**src/rtl/mips_alu_sequencer_if.sv**
```systemverilog
// Bus bundle between the MIPS control sequencer and its environment:
// instruction/data memory handshakes, ALU controls and register write-back.
interface mips_alu_sequencer_if;
  logic        imem_req;
  logic        imem_ack;
  logic [31:0] imem_rdata;
  logic        dmem_read;
  logic        dmem_write;
  logic        dmem_waitrequest;
  logic [31:0] rs_data;
  logic        alu_zero;
  logic [5:0]  alu_func;
  logic        alu_b_imm;
  logic [31:0] imm_ext;
  logic        reg_write;
  logic [4:0]  reg_waddr;
  logic [1:0]  wb_sel;
  logic [31:0] pc;
  logic [31:0] pc_plus4;
  logic        illegal;

  // The sequencer is the controlling end.
  modport master (
    output imem_req, input imem_ack, input imem_rdata,
    output dmem_read, output dmem_write, input dmem_waitrequest,
    input rs_data, input alu_zero,
    output alu_func, output alu_b_imm, output imm_ext,
    output reg_write, output reg_waddr, output wb_sel,
    output pc, output pc_plus4, output illegal
  );

  // Memories, register file and ALU side.
  modport slave (
    input imem_req, output imem_ack, output imem_rdata,
    input dmem_read, input dmem_write, output dmem_waitrequest,
    output rs_data, output alu_zero,
    input alu_func, input alu_b_imm, input imm_ext,
    input reg_write, input reg_waddr, input wb_sel,
    input pc, input pc_plus4, input illegal
  );
endinterface

```
**src/rtl/mips_alu_sequencer.sv**
```systemverilog
// Multi-cycle MIPS control sequencer: fetches into IR, decodes, issues ALU
// func codes and operand selects, runs data-memory handshakes and steers
// register-file write-back. Owns the PC.
module mips_alu_sequencer #(
  parameter logic [31:0] RESET_PC = 32'hBFC00000,
  parameter logic [31:0] PC_STEP  = 32'd4
) (
  input  logic clk,
  input  logic rst_n,
  mips_alu_sequencer_if.master bus
);

  typedef enum logic [2:0] {FETCH, DECODE, EXEC, RESOLVE, MEM, WB} state_t;
  typedef enum logic [3:0] {
    C_ILLEGAL, C_J, C_JAL, C_JR, C_ALU_R, C_ALU_I, C_BRANCH, C_LW, C_SW
  } cls_t;

  state_t      state, state_nx;
  cls_t        cls;
  logic [31:0] pc_q, pc_nx, pc_plus4_q, ir_q;
  logic [5:0]  func_q, dec_func;
  logic [5:0]  opcode, funct;
  logic [31:0] imm_sext, jump_target, branch_target;
  logic        zero_ext, taken;

  assign opcode        = ir_q[31:26];
  assign funct         = ir_q[5:0];
  assign imm_sext      = {{16{ir_q[15]}}, ir_q[15:0]};
  assign zero_ext      = (opcode == 6'b001100) || (opcode == 6'b001101) || (opcode == 6'b001110);
  assign jump_target   = {pc_plus4_q[31:28], ir_q[25:0], 2'b00};
  assign branch_target = pc_plus4_q + (imm_sext << 2);
  assign taken         = (opcode == 6'b000100) ? bus.alu_zero : !bus.alu_zero;

  // Classify the instruction in IR and pick the func code to issue.
  always_comb begin
    // NOTE: every always_comb output gets a default first so no path leaves it unassigned (no latch).
    cls      = C_ILLEGAL;
    dec_func = 6'b100001;
    case (opcode)
      6'b000000: begin
        if (funct == 6'b001000) cls = C_JR;
        else begin
          case (funct)
            6'b100000, 6'b100001, 6'b100010, 6'b100011,
            6'b100100, 6'b100101, 6'b100110, 6'b100111,
            6'b101010, 6'b101011: begin
              cls      = C_ALU_R;
              dec_func = funct;
            end
            default: cls = C_ILLEGAL;
          endcase
        end
      end
      6'b000010: cls = C_J;
      6'b000011: cls = C_JAL;
      6'b000100, 6'b000101: begin cls = C_BRANCH; dec_func = 6'b100011; end
      6'b001001: begin cls = C_ALU_I; dec_func = 6'b100001; end
      6'b001010: begin cls = C_ALU_I; dec_func = 6'b101010; end
      6'b001011: begin cls = C_ALU_I; dec_func = 6'b101011; end
      6'b001100: begin cls = C_ALU_I; dec_func = 6'b100100; end
      6'b001101: begin cls = C_ALU_I; dec_func = 6'b100101; end
      6'b001110: begin cls = C_ALU_I; dec_func = 6'b100110; end
      6'b100011: begin cls = C_LW;    dec_func = 6'b100001; end
      6'b101011: begin cls = C_SW;    dec_func = 6'b100001; end
      default:   cls = C_ILLEGAL;
    endcase
  end

  // Next state and next PC.
  always_comb begin
    state_nx = state;
    pc_nx    = pc_q;
    case (state)
      FETCH:  if (bus.imem_ack) state_nx = DECODE;
      DECODE: begin
        case (cls)
          C_ILLEGAL: begin pc_nx = pc_plus4_q;  state_nx = FETCH; end
          C_J:       begin pc_nx = jump_target; state_nx = FETCH; end
          C_JAL:     begin pc_nx = jump_target; state_nx = WB;    end
          C_JR:      begin pc_nx = bus.rs_data; state_nx = FETCH; end
          default:   state_nx = EXEC;
        endcase
      end
      EXEC: begin
        if (cls == C_BRANCH)                 state_nx = RESOLVE;
        else if (cls == C_LW || cls == C_SW) state_nx = MEM;
        else                                 state_nx = WB;
      end
      RESOLVE: begin
        pc_nx    = taken ? branch_target : pc_plus4_q;
        state_nx = FETCH;
      end
      MEM: begin
        if (!bus.dmem_waitrequest) begin
          if (cls == C_LW) state_nx = WB;
          else begin
            pc_nx    = pc_plus4_q;
            state_nx = FETCH;
          end
        end
      end
      WB: begin
        // JAL already loaded its jump target in DECODE; keep it.
        if (cls != C_JAL) pc_nx = pc_plus4_q;
        state_nx = FETCH;
      end
      default: state_nx = FETCH;
    endcase
  end

  // State, PC, IR and the held ALU func code.
  always_ff @(posedge clk or negedge rst_n) begin
    if (!rst_n) begin
      state      <= FETCH;
      pc_q       <= RESET_PC;
      pc_plus4_q <= RESET_PC + PC_STEP;
      ir_q       <= '0;
      func_q     <= 6'b100001;
    end else begin
      // NOTE: sequential state uses non-blocking assignments so all registers update from pre-edge values.
      state <= state_nx;
      pc_q  <= pc_nx;
      if (state == FETCH && bus.imem_ack) begin
        ir_q       <= bus.imem_rdata;
        pc_plus4_q <= pc_q + PC_STEP;
      end
      if (state == DECODE && state_nx == EXEC) func_q <= dec_func;
    end
  end

  // Strobes decode straight from state so an asynchronous reset drops them at once;
  // the fetch request is also held off while reset is asserted.
  assign bus.imem_req   = rst_n && (state == FETCH);
  assign bus.dmem_read  = (state == MEM) && (cls == C_LW);
  assign bus.dmem_write = (state == MEM) && (cls == C_SW);
  assign bus.reg_write  = (state == WB);
  assign bus.illegal    = (state == DECODE) && (cls == C_ILLEGAL);
  assign bus.alu_func   = func_q;
  assign bus.alu_b_imm  = (cls == C_ALU_I) || (cls == C_LW) || (cls == C_SW);
  assign bus.imm_ext    = zero_ext ? {16'h0000, ir_q[15:0]} : imm_sext;
  assign bus.reg_waddr  = (cls == C_JAL) ? 5'd31 : (cls == C_ALU_R) ? ir_q[15:11] : ir_q[20:16];
  assign bus.wb_sel     = (cls == C_JAL) ? 2'd2 : (cls == C_LW) ? 2'd1 : 2'd0;
  assign bus.pc         = pc_q;
  assign bus.pc_plus4   = pc_plus4_q;

endmodule

```
**src/flat_wrapper.sv**
```systemverilog
// flat-port wrapper written by rule: the top's interface ports become plain ports
module mips_alu_sequencer_flat 
#(
  parameter logic [31:0] RESET_PC = 32'hBFC00000,
  parameter logic [31:0] PC_STEP  = 32'd4
)
  (clk, rst_n, bus_imem_req, bus_imem_ack, bus_imem_rdata, bus_dmem_read, bus_dmem_write, bus_dmem_waitrequest, bus_rs_data, bus_alu_zero, bus_alu_func, bus_alu_b_imm, bus_imm_ext, bus_reg_write, bus_reg_waddr, bus_wb_sel, bus_pc, bus_pc_plus4, bus_illegal);
  mips_alu_sequencer_if bus_i ();
  input  logic clk;
  input  logic rst_n;
  output wire logic [$bits(bus_i.imem_req)-1:0] bus_imem_req;
  input wire logic [$bits(bus_i.imem_ack)-1:0] bus_imem_ack;
  input wire logic [$bits(bus_i.imem_rdata)-1:0] bus_imem_rdata;
  output wire logic [$bits(bus_i.dmem_read)-1:0] bus_dmem_read;
  output wire logic [$bits(bus_i.dmem_write)-1:0] bus_dmem_write;
  input wire logic [$bits(bus_i.dmem_waitrequest)-1:0] bus_dmem_waitrequest;
  input wire logic [$bits(bus_i.rs_data)-1:0] bus_rs_data;
  input wire logic [$bits(bus_i.alu_zero)-1:0] bus_alu_zero;
  output wire logic [$bits(bus_i.alu_func)-1:0] bus_alu_func;
  output wire logic [$bits(bus_i.alu_b_imm)-1:0] bus_alu_b_imm;
  output wire logic [$bits(bus_i.imm_ext)-1:0] bus_imm_ext;
  output wire logic [$bits(bus_i.reg_write)-1:0] bus_reg_write;
  output wire logic [$bits(bus_i.reg_waddr)-1:0] bus_reg_waddr;
  output wire logic [$bits(bus_i.wb_sel)-1:0] bus_wb_sel;
  output wire logic [$bits(bus_i.pc)-1:0] bus_pc;
  output wire logic [$bits(bus_i.pc_plus4)-1:0] bus_pc_plus4;
  output wire logic [$bits(bus_i.illegal)-1:0] bus_illegal;
  assign bus_imem_req = bus_i.imem_req;
  assign bus_i.imem_ack = bus_imem_ack;
  assign bus_i.imem_rdata = bus_imem_rdata;
  assign bus_dmem_read = bus_i.dmem_read;
  assign bus_dmem_write = bus_i.dmem_write;
  assign bus_i.dmem_waitrequest = bus_dmem_waitrequest;
  assign bus_i.rs_data = bus_rs_data;
  assign bus_i.alu_zero = bus_alu_zero;
  assign bus_alu_func = bus_i.alu_func;
  assign bus_alu_b_imm = bus_i.alu_b_imm;
  assign bus_imm_ext = bus_i.imm_ext;
  assign bus_reg_write = bus_i.reg_write;
  assign bus_reg_waddr = bus_i.reg_waddr;
  assign bus_wb_sel = bus_i.wb_sel;
  assign bus_pc = bus_i.pc;
  assign bus_pc_plus4 = bus_i.pc_plus4;
  assign bus_illegal = bus_i.illegal;
  mips_alu_sequencer #(.RESET_PC(RESET_PC), .PC_STEP(PC_STEP)) u_core (.clk(clk), .rst_n(rst_n), .bus(bus_i));
endmodule
```
**config.mk**
```make
export PLATFORM = sky130hd
export DESIGN_NAME = mips_alu_sequencer_flat
export DESIGN_NICKNAME = d
export VERILOG_FILES = /design/src/rtl/mips_alu_sequencer_if.sv /design/src/rtl/mips_alu_sequencer.sv /design/src/flat_wrapper.sv
export SDC_FILE = /design/constraint.sdc
export NUM_CORES = 1
export LEC_CHECK = 0
export CORE_MARGIN = 4
export CORE_UTILIZATION = 54
export DETAILED_ROUTE_END_ITERATION = 16
export PLACE_DENSITY_LB_ADDON = 0.1
export SLEW_MARGIN = 20
export SYNTH_ARGS = -nofsm -noshare
export SYNTH_HDL_FRONTEND = slang
export SYNTH_SLANG_ARGS = --single-unit
```
**constraint.sdc**
```tcl
create_clock -name clk -period 7.3 [get_ports clk]
set_input_delay 0.73 -clock clk [delete_from_list [all_inputs] [get_ports clk]]
set_output_delay 0.73 -clock clk [all_outputs]
set_load 0.02 [all_outputs]
```
==> results_tabular.tex <==
\begin{tabular}{lr}
\hline
Metric & Value \\
\hline
\multicolumn{2}{l}{\textbf{Floorplanning}} \\
\quad Row cnt & 42 \\
\quad DIE AREA & $\sim$15000 µm² \\
\quad Die Ht & between 100 and 150 µm \\
\quad \# IOs & between 150 and 200 \\
\quad Horizontal die dimension & $\sim$120 µm \\
\quad Initial standard-cell utilization of the core & 55.1\% \\
\quad CORE AREA & $\sim$13000 µm² \\
\multicolumn{2}{l}{\textbf{Critical path}} \\
\quad Arrival time at the worst endpoint & approximately 4.2 ns \\
\quad Max FO, Critical Path & 22 \\
\quad Critical path start-end classification & reg2reg \\
\quad Crit-path cells & nand2b\_1 > nor4b\_1 > xnor2\_1 > and2\_1 > o21ai\_1 > buf\_4 > a222oi\_1 > o21ai\_0 > mux2\_2 \\
\quad Category of the worst setup path launch point & flip-flop \\
\quad Delay of the slowest cell on the worst path & 0.86 ns \\
\quad Data required time at the worst endpoint & 7.54 ns \\
\quad Max stage delay cell, worst path & sky130\_fd\_sc\_hd\_\_and2\_1 \\
\quad Crit path capture type & flip-flop \\
\multicolumn{2}{l}{\textbf{Power and ir drop}} \\
\quad Leakage component of the power & approximately 3.8 nW \\
\quad Max rail drop VDD & 0.285 mV \\
\quad Power density of the placed cells & approximately 580 nW/µm² \\
\multicolumn{2}{l}{\textbf{STA}} \\
\quad Setup TNS after final layout & 0 ns \\
\quad Endpoints failing setup & 0 \\
\quad Final setup skew & $\sim$0.01 ns \\
\quad Max Transition Viols Final & 0 \\
\quad Worst max-slew margin expressed relative to the limit & 30.7\% \\
\quad Number of hold violations in the final report & 0 \\
\quad Measured slew at the worst slew-check pin & between 1 and 1.5 ns \\
\quad Setup repair after global routing missed its margin & no \\
\quad Crit share post-route & between 50\% and 60\% \\
\quad Maximum clock rate & 0.255 GHz \\
\quad Final worst path period need & a little under 4 ns \\
\quad Fin Hold WS & about 0.34 ns \\
\multicolumn{2}{l}{\textbf{Detailed routing}} \\
\quad Number of vias in the routed layout & a little over 7000 \\
\quad Remaining design rule violation count & 0 \\
\quad First-pass detailed-route iteration total & 7 \\
\quad Number of violations reported at the end of detailed-routing iteration 0 & about 750 \\
\quad Final ANT Viol Nets & 0 \\
\quad Final wirelength & approximately 23 mm \\
\quad Detail-routed via count per cell & slightly above 6 \\
\quad Routed len/inst & slightly above 20 µm \\
\multicolumn{2}{l}{\textbf{Clock network}} \\
\quad Sinks on the clock net & around 110 \\
\quad Post-CTS repair timing setup buffer count & 0 \\
\quad Count of instances resized after the clock tree is built & 0 \\
\quad Level count of the clock H-tree & 3 \\
\quad Clock Tree Buf Depth & 2 \\
\quad Clock latency of the later-clocked register in the worst-skew pair & 0.36 ns \\
\quad \# hold bufs at CTS & 0 \\
\quad Clock transition time at the flip-flop clock pins of the worst setup and hold paths & $\sim$0.07 ns \\
\quad CTS root buffer & sky130\_fd\_sc\_hd\_\_clkbuf\_16 \\
\quad Clock buffers created by TritonCTS & 9 \\
\quad TritonCTS clock tree & yes \\
\multicolumn{2}{l}{\textbf{Job}} \\
\quad Reported max-cap violation count & 0 \\
\multicolumn{2}{l}{\textbf{Layout}} \\
\quad Layout Area Growth over Synthesis & 27.5\% \\
\quad Number of nets in the finished design & between 1000 and 1500 \\
\quad Fraction of layout instances using a drive strength above 1 & approximately a tenth \\
\quad Antenna cells & 0 \\
\multicolumn{2}{l}{\textbf{Yosys}} \\
\quad Most frequent cells after synthesis & sky130\_fd\_sc\_hd\_\_nand2\_1, sky130\_fd\_sc\_hd\_\_dfrtp\_1, sky130\_fd\_sc\_hd\_\_a21oi\_1, sky130\_fd\_sc\_hd\_\_nor2\_1, sky130\_fd\_sc\_hd\_\_o21ai\_0 \\
\quad Seq/Total Area, Yosys & 36.4\% \\
\quad Warnings from Yosys & 0 \\
\quad Biggest area consumer among synthesized cells & sky130\_fd\_sc\_hd\_\_dfrtp\_1 \\
\quad Mapped Avg Cell Area & between 8 and 9 µm² \\
\quad Top FF cell, synth & sky130\_fd\_sc\_hd\_\_dfrtp\_1 \\
\quad Mapped cell area & between 7000 and 8000 µm² \\
\quad Top area cells in the synthesized netlist & sky130\_fd\_sc\_hd\_\_dfrtp\_1, sky130\_fd\_sc\_hd\_\_dfstp\_2, sky130\_fd\_sc\_hd\_\_a21oi\_1, sky130\_fd\_sc\_hd\_\_mux2\_2, sky130\_fd\_sc\_hd\_\_ha\_1 \\
\quad Syn\_nets & $\sim$940 \\
\quad Number of enable-type register cells in the synthesized netlist & 0 \\
\quad Top cell type's share of synthesized area & 28.8\% \\
\quad Netlist cell types & slightly below 60 \\
\quad Flop and latch count out of synthesis & 105 \\
\quad Syn Inst Count & between 800 and 900 \\
\quad Share of synthesized registers carrying an async set or reset & 100\% \\
\quad Library cell with the highest instance count after synthesis & sky130\_fd\_sc\_hd\_\_nand2\_1 \\
\multicolumn{2}{l}{\textbf{Placed design}} \\
\quad Number of buffer cells added on primary ports & roughly 180 \\
\quad Routability congestion estimate & approximately 0.94 \\
\quad Final HPWL from detailed placement & 17.0 mm \\
\multicolumn{2}{l}{\textbf{Global route}} \\
\quad Global-route wire length before repair & approximately 38 mm \\
\quad Via count of the first global-routing pass & roughly 7100 \\
\quad Combined global-route utilization of all metal layers & $\sim$30\% \\
\quad Largest net degree at the start of global routing & 68 \\
\quad GRT Residual Overflow & 0 \\
\quad Antenna violations before repair & 0 \\
\multicolumn{2}{l}{\textbf{Worst hold path}} \\
\quad Type of the tightest min-delay check & in2async \\
\multicolumn{2}{l}{\textbf{Outcome}} \\
\quad Result of the run & completed \\
\hline
\end{tabular}
==> cells by family (layout without fill, tap and decap cells) <==
| logic type | Yosys count | in the layout | share of synthesized area, % |
|---|---|---|---|
| mux | 45 | 45 | 6.79 |
| buf+inv | 94 | 224 | 6.70 |
| compound gates | 248 | 248 | 21.4 |
| fa+ha+maj | 31 | 31 | 5.42 |
| xor+xnor | 52 | 52 | 6.24 |
| flops | 105 | 105 | 36.4 |
| simple gates | 264 | 264 | 17.1 |
==> layout make-up <==
| type | instances | area [µm²] |
|---|---|---|
| fillers | 1091 | 3940 |
| repair buffers | 189 | 1870 |
| multi-input cells | 640 | 4180 |
| clock buffers | 12 | 256 |
| flip-flops and latches | 105 | 2650 |
| inverters | 19 | 71.3 |
| clock inverters | 4 | 52.6 |
| well taps | 176 | 220 |
==> worst max-delay path, delay by kind of cell, from the launching register on <==
kind	cells	cell delay, ns
AND/OR/NAND/NOR	3	1.48
AO/OA/AOI/OAI	3	0.85
flip-flops	1	0.51
XOR/XNOR	1	0.40
buffers and inverters	1	0.29
multiplexers	1	0.28
==> layout by cell type (no fill, tap or decap), drive strengths merged, types with 8 or more instances in the layout <==
cell type,n
nor4,8
dfstp,21
nor3,12
and3,14
a222oi,12
nand3,21
xor2,22
clkdlybuf4s50,182
a21o,14
xnor2,30
nand2,88
inv,19
and2,9
mux2,36
a31oi,8
ha,30
clkbuf,12
a22oi,18
o21ai,62
nor2,74
a21oi,83
dfrtp,84
a221oi,11
mux2i,9
==> report_power, final <==
part	switching [mW]	internal, mW	leakage, nW
Sequential	0.446	0.913	1.22
Combinational	1.95	1.58	2.42
Clock	0.228	0.285	0.141
==> layer usage <==
layer / wire (µm) / up-vias / track usage (%)
li1: - / 3265 / -
met1: 10100 / 3489 / 41.0
met2: 10900 / 330 / 48.0
met3: 1940 / 36 / 5.27
met4: 470 / 0 / 10.6
met5: 0 / - / 0
==> registers in the layout (all words and copies together), names as in the netlist <==
signal and flops:
u_core.bus.alu_func 6, u_core.ir_q 32, u_core.bus.pc 32, u_core.state 3
u_core.bus.pc_plus4 32
==> final timing paths <==
| kind | from | to | depth (start not counted) | slack (ns) |
|---|---|---|---|---|
| setup / recovery | u_core.ir_q[27]$_DFFE_PN0P_ | u_core.bus.pc[14]$_DFFE_PN0P_ | 9 | 3.38 |
| hold / removal | rst_n | u_core.ir_q[20]$_DFFE_PN0P_ | 1 | 0.34 |
| setup reg to reg | u_core.ir_q[27]$_DFFE_PN0P_ | u_core.bus.pc[14]$_DFFE_PN0P_ | 9 | 3.38 |
| hold reg to reg | u_core.bus.alu_func[3]$_DFFE_PN0P_ | u_core.bus.alu_func[3]$_DFFE_PN0P_ | 2 | 0.49 |
| max in group asynchronous | rst_n | u_core.bus.pc[12]$_DFFE_PN0P_ | 2 | 5.69 |
| min in group clk | u_core.bus.alu_func[3]$_DFFE_PN0P_ | u_core.bus.alu_func[3]$_DFFE_PN0P_ | 2 | 0.49 |
==> metrics by stage <==
| step | power, mW | std cells | worst slack [ns] | util [%] | instance area (µm²) |
|---|---|---|---|---|---|
| after floorplan | 3.74 | 839 | 4.43 | - | 7300 |
| after global placement | 4.74 | 1129 | 3.29 | 67.9 | 8990 |
| after detailed placement | 4.82 | 1129 | 3.18 | 67.9 | 8990 |
| after CTS | 5.36 | 1145 | 3.36 | 70.2 | 9300 |
| after global routing | 5.78 | 1145 | 3.12 | 70.3 | 9310 |
| final | 5.40 | 1145 | 3.38 | 70.3 | 9310 |
Note: power is estimated with default switching activity, not from simulation.
